## src/rtl/pong_button_debounce_if.sv

```systemverilog
// Button bundle between the raw Go Board switches and the debouncer.
// Latency: none (wires only).
// Backpressure: none; all signals are free-running levels or single-clock pulses.
// Signals:
//   switch_raw    raw, asynchronous, bouncing button levels (1 = pressed)
//   switch_level  debounced level per channel
//   press_pulse   1-clock pulse on an accepted 0->1 transition
//   release_pulse 1-clock pulse on an accepted 1->0 transition
interface pong_button_debounce_if #(
    parameter int NUM_BTNS = 4
);
    logic [NUM_BTNS-1:0] switch_raw;
    logic [NUM_BTNS-1:0] switch_level;
    logic [NUM_BTNS-1:0] press_pulse;
    logic [NUM_BTNS-1:0] release_pulse;

    // master: the button source side, which also consumes the clean results
    modport master (
        output switch_raw,
        input  switch_level,
        input  press_pulse,
        input  release_pulse
    );

    // slave: the debouncer itself
    modport slave (
        input  switch_raw,
        output switch_level,
        output press_pulse,
        output release_pulse
    );
endinterface

```

## src/rtl/pong_button_debounce.sv

```systemverilog
// Debounces the paddle push-buttons: 2-flop synchronizer plus stability counter per channel,
// producing a clean level and registered single-clock press/release pulses.
// Latency: LIMIT+2 clocks from a clean raw edge to the level/pulse; no backpressure (free-running).
// Ports:
//   i_Clk  system clock (25 MHz pixel domain)
//   i_Rst  asynchronous active-high reset; clears sync flops, counters, level and pulses at once
//   btn    slave side of pong_button_debounce_if (raw switches in; level, press, release out)
module pong_button_debounce #(
    parameter int c_NUM_BTNS       = 4,
    parameter int c_DEBOUNCE_LIMIT = 250000
) (
    input  logic                   i_Clk,
    input  logic                   i_Rst,
    pong_button_debounce_if.slave  btn
);
    localparam int            CW   = $clog2(c_DEBOUNCE_LIMIT);
    localparam logic [CW-1:0] LAST = CW'(c_DEBOUNCE_LIMIT - 1);

    // The level is encoded in the state: STABLE_HI and QUAL_LO both read as 1.
    typedef enum logic [1:0] {
        STABLE_LO = 2'd0,
        QUAL_HI   = 2'd1,
        STABLE_HI = 2'd2,
        QUAL_LO   = 2'd3
    } state_t;

    logic [c_NUM_BTNS-1:0] sync1;
    logic [c_NUM_BTNS-1:0] sync2;
    logic [c_NUM_BTNS-1:0] level;
    logic [c_NUM_BTNS-1:0] press;
    logic [c_NUM_BTNS-1:0] rel;

    // Raw buttons are asynchronous to i_Clk; only sync2 is trusted downstream.
    always_ff @(posedge i_Clk or posedge i_Rst) begin
        if (i_Rst) begin
            sync1 <= '0;
            sync2 <= '0;
        end else begin
            sync1 <= btn.switch_raw;
            sync2 <= sync1;
        end
    end

    for (genvar n = 0; n < c_NUM_BTNS; n++) begin : g_chan
        state_t        state_q;
        state_t        state_d;
        logic [CW-1:0] cnt_q;
        logic [CW-1:0] cnt_d;
        logic          press_q;
        logic          press_d;
        logic          rel_q;
        logic          rel_d;

        always_ff @(posedge i_Clk or posedge i_Rst) begin
            if (i_Rst) begin
                state_q <= STABLE_LO;
                cnt_q   <= '0;
                press_q <= 1'b0;
                rel_q   <= 1'b0;
            end else begin
                state_q <= state_d;
                cnt_q   <= cnt_d;
                press_q <= press_d;
                rel_q   <= rel_d;
            end
        end

        // The counter holds the number of consecutive clocks sync2 has disagreed with the
        // level. Any agreement drops back to 0, so a bounce discards all progress; the
        // LIMIT-th disagreeing clock flips the level instead of counting past LIMIT-1.
        always_comb begin
            state_d = state_q;
            cnt_d   = '0;
            press_d = 1'b0;
            rel_d   = 1'b0;
            case (state_q)
                STABLE_LO: begin
                    if (sync2[n]) begin
                        state_d = QUAL_HI;
                        cnt_d   = CW'(1);
                    end
                end
                QUAL_HI: begin
                    if (!sync2[n]) begin
                        state_d = STABLE_LO;
                    end else if (cnt_q == LAST) begin
                        state_d = STABLE_HI;
                        press_d = 1'b1;
                    end else begin
                        cnt_d = cnt_q + 1'b1;
                    end
                end
                STABLE_HI: begin
                    if (!sync2[n]) begin
                        state_d = QUAL_LO;
                        cnt_d   = CW'(1);
                    end
                end
                QUAL_LO: begin
                    if (sync2[n]) begin
                        state_d = STABLE_HI;
                    end else if (cnt_q == LAST) begin
                        state_d = STABLE_LO;
                        rel_d   = 1'b1;
                    end else begin
                        cnt_d = cnt_q + 1'b1;
                    end
                end
                default: begin
                    state_d = STABLE_LO;
                end
            endcase
        end

        assign level[n] = (state_q == STABLE_HI) || (state_q == QUAL_LO);
        assign press[n] = press_q;
        assign rel[n]   = rel_q;
    end

    assign btn.switch_level  = level;
    assign btn.press_pulse   = press;
    assign btn.release_pulse = rel;
endmodule

```

## src/flat_wrapper.sv

```systemverilog
// flat-port wrapper written by rule: the top's interface ports become plain ports
module pong_button_debounce_flat 
#(
    parameter int c_NUM_BTNS       = 4,
    parameter int c_DEBOUNCE_LIMIT = 250000
)
  (i_Clk, i_Rst, btn_switch_raw, btn_switch_level, btn_press_pulse, btn_release_pulse);
  pong_button_debounce_if #(.NUM_BTNS((4))) btn_i ();
  input  logic i_Clk;
  input  logic i_Rst;
  input wire logic [$bits(btn_i.switch_raw)-1:0] btn_switch_raw;
  output wire logic [$bits(btn_i.switch_level)-1:0] btn_switch_level;
  output wire logic [$bits(btn_i.press_pulse)-1:0] btn_press_pulse;
  output wire logic [$bits(btn_i.release_pulse)-1:0] btn_release_pulse;
  assign btn_i.switch_raw = btn_switch_raw;
  assign btn_switch_level = btn_i.switch_level;
  assign btn_press_pulse = btn_i.press_pulse;
  assign btn_release_pulse = btn_i.release_pulse;
  pong_button_debounce #(.c_NUM_BTNS(c_NUM_BTNS), .c_DEBOUNCE_LIMIT(c_DEBOUNCE_LIMIT)) u_core (.i_Clk(i_Clk), .i_Rst(i_Rst), .btn(btn_i));
endmodule
```

## config.mk

```make
export PLATFORM = sky130hd
export DESIGN_NAME = pong_button_debounce_flat
export DESIGN_NICKNAME = d
export VERILOG_FILES = /design/src/rtl/pong_button_debounce_if.sv /design/src/rtl/pong_button_debounce.sv /design/src/flat_wrapper.sv
export SDC_FILE = /design/constraint.sdc
export NUM_CORES = 1
export LEC_CHECK = 0
export CAP_MARGIN = 20
export CORE_MARGIN = 2
export CORE_UTILIZATION = 60
export DETAILED_ROUTE_END_ITERATION = 8
export PLACE_DENSITY = 0.79
export SLEW_MARGIN = 20
export SYNTH_ARGS = -nofsm -noshare
export SYNTH_HDL_FRONTEND = slang
export SYNTH_SLANG_ARGS = --single-unit
```

## constraint.sdc

```tcl
create_clock -name i_Clk -period 3.71 [get_ports i_Clk]
set_input_delay 0.5565 -clock i_Clk [delete_from_list [all_inputs] [get_ports i_Clk]]
set_output_delay 0.5565 -clock i_Clk [all_outputs]
set_load 0.005 [all_outputs]
```

==> metrics.cfg <==
[floorplan]
ios=18
dieWidth_um=91.0
start_util_pct=62.3
dieHeight_um=91.0
core_area_mm2=0.00729
die_area_mm2=0.00828
rows=31

[layout]
fin_area_mm2=0.00495
antenna_cells=0
drive_above_1_share_pct=7.33
syn_to_final_growth_pct=8.98
num-nets-final=469
fin_cells=563

[synth]
ys_ff_latch=96
synthArstFlopShare_pct=100
synth_top_family_by_area=simple AND/OR/NAND/NOR gates
synth-edff-count=0
syn-cell-area_mm2=0.00454
yosys.area_share.simple_pct=27.3
yosysSeqAreaShare_pct=52.9
synth.area.mux_share_pct=1.38
synth.net_count=456
synth_xor_area_share_pct=11.2
synth_cell_types=42
yosys_warnings=0
synth_compound_area_share_pct=3.03
synth_cells=446
synth_fa_ha_area_share_pct=1.10
syn_avg_cell_area_um2=10.2
synth-main-ff-cell=dfrtp_1

[sta]
fmax_ghz=0.411
slew_violations=0
setup_viol_count_final=0
tns_ns=0
finClkSkew_ns=0.0148
fin_crit_ns=2.43
rsz0062_at_grt=false
tightestPinTransition_ns=1.01
hold_viol=0
slew_headroom_pct=32.5
min_period_over_period_pct=65.6

[placed_design]
placed_cell_area_mm2=0.00476
dp_cells=547
io_buffer_count=17
gp_congestion=0.801
post-dp-hpwl_um=5610

[worst_setup_path]
crit_path_start_kind=register
worstSetupEndpointType=register
cp_max_fo=15
cp.required_ns=3.91
critical_path_class=reg -> reg
critical_path_arrival_ns=2.63

[flow_run]
cap_viol_max_count=0

[pwr]
power_frac_comb_pct=3.2
switchingPower_mw=0.402
p_int_mw=1.37
swShare_pct=22.7
power.density_mw_per_mm2=359
p_leak_nw=1.92
clock_power_share_pct=36.4
total_power_mw=1.78
p_seq_share_pct=60.3
ir_drop_uv=259

[grt]
grt-ovfl-total=0
antenna_found_initial=0
grt_pass1_vias=3212
grt_max_degree=65
grt_pass1_wl_um=14800
grtUsageTotal_pct=21.9

[clocking]
cts.path.max_buffers=2
postCtsSetupBuffers=0
cts_htree_levels=3
cts_repair_resize_count=0
clkSinkCount=96
root_buffer=clkbuf_8
numCtsBuffers=9
path_clk_slew_ns=0.09
cts_tree=built
clk_latency_ns=0.36
hold_buffers=0

[drt]
drtIter0Drc=157
vias_per_cell=5.75
wirelength_um=8220
drtPass1Iterations=5
drcViolationCount=0
routed-via-count=3238
wl_per_cell_um=14.6
ant_nets=0

[run_status]
status=finished, final reports clean

[min_path]
min_path_type=reg -> reg

-- state kept, by name, indices dropped and copies added (netlist names), named ones only --
| signal | count |
|---|---|
| u_core.g_chan.cnt_q | 72 |
| u_core.g_chan.press_q | 4 |
| u_core.g_chan.rel_q | 4 |
| u_core.g_chan.state_q | 4 |
| u_core.sync1 | 4 |
| u_core.sync2 | 4 |
-- layer usage --
layer	track usage (%)	up-vias	share of wire, %
met1	30.4	1575	47
met3	5.48	9	4.3
li1	-	1574	-
met4	6.57	0	0.96
met5	0	-	0
met2	34.4	80	48
-- area by class of cell --
class,instances,area [um2]
repair buffers,19,185
well taps,99,124
flip-flops and latches,96,2400
inverters,12,47.5
clock buffers,12,165
fillers,599,2340
clock inverters,4,27.5
multi-input cells,321,2000
-- layout by cell type (no fill, tap or decap), types with 6 or more instances in the layout --
cell / instances
xnor2_1: 44
dfrtp_1: 96
nand3_1: 25
nor3_1: 12
clkbuf_8: 12
nor3b_1: 6
nor4_1: 20
a21oi_1: 10
nand2_1: 26
nor2_1: 76
and3_1: 11
inv_1: 11
o21ai_0: 7
clkdlybuf4s50_1: 17
nand4_1: 19
xor2_1: 14
-- worst max-delay path: stages, from the launching register on --
cell	delay (ns)
dfrtp_1	0.39
ha_1	0.21
nand3_2	0.19
or4_4	0.54
o21bai_1	0.81
nor2_1	0.13
-- power by group through the flow --
stage / clock (mW) / sequential, mW / combinational [mW]
after global placement: 0 / 1.09 / 0.0577
after CTS: 0.670 / 1.07 / 0.0601
after floorplan: 0 / 1.09 / 0.0418
after global routing: 0.709 / 1.07 / 0.0676
after detailed placement: 0 / 1.09 / 0.0597
final: 0.647 / 1.07 / 0.0573
-- Yosys cell counts, types with 8 or more instances --
cell type | number | share of area (%)
xor2_1 | 14 | 2.7
a21oi_1 | 10 | 1.1
and3_1 | 11 | 1.5
nor3_1 | 12 | 1.3
nor4_1 | 20 | 2.8
nand4_1 | 19 | 2.6
nand3_1 | 25 | 2.8
buf_4 | 8 | 1.3
inv_1 | 12 | 0.99
dfrtp_1 | 96 | 53
xnor2_1 | 44 | 8.5
nand2_1 | 26 | 2.1
nor2_1 | 76 | 6.3
-- logic make-up (layout without fill, tap and decap cells) --
| kind of cell | count (synthesis) | after routing |
|---|---|---|
| AND/OR/NAND/NOR | 231 | 231 |
| flip-flops | 96 | 96 |
| XOR/XNOR | 58 | 58 |
| buffers and inverters | 29 | 47 |
| AO/OA/AOI/OAI | 23 | 23 |
| multiplexers | 5 | 5 |
| adder cells (fa/ha/maj) | 4 | 4 |
-- metrics by stage --
stage                     util [%]  worst slack (ns)  hold slack (ns)
after global routing          67.9              1.04            0.369
after detailed placement      65.2              1.26            0.340
after CTS                     67.9              1.24            0.359
after global placement        65.2              1.33            0.332
after floorplan                  -             0.648            0.331
final                         67.9              1.28            0.355
-- path summary, 6_finish.rpt --
path,start,to,slack [ns],cells after the start
max,u_core.g_chan[2].cnt_q[0],u_core.g_chan[2].cnt_q[9],1.28,5
min,u_core.sync1[1],u_core.sync2[1],0.36,0
max reg2reg,u_core.g_chan[2].cnt_q[0],u_core.g_chan[2].cnt_q[9],1.28,5
min reg2reg,u_core.sync1[1],u_core.sync2[1],0.36,0
max in group asynchronous,i_Rst,u_core.g_chan[2].cnt_q[1],2.30,3
min in group asynchronous,i_Rst,u_core.g_chan[1].cnt_q[16],0.68,2
Power figures use the tool's default switching activity.
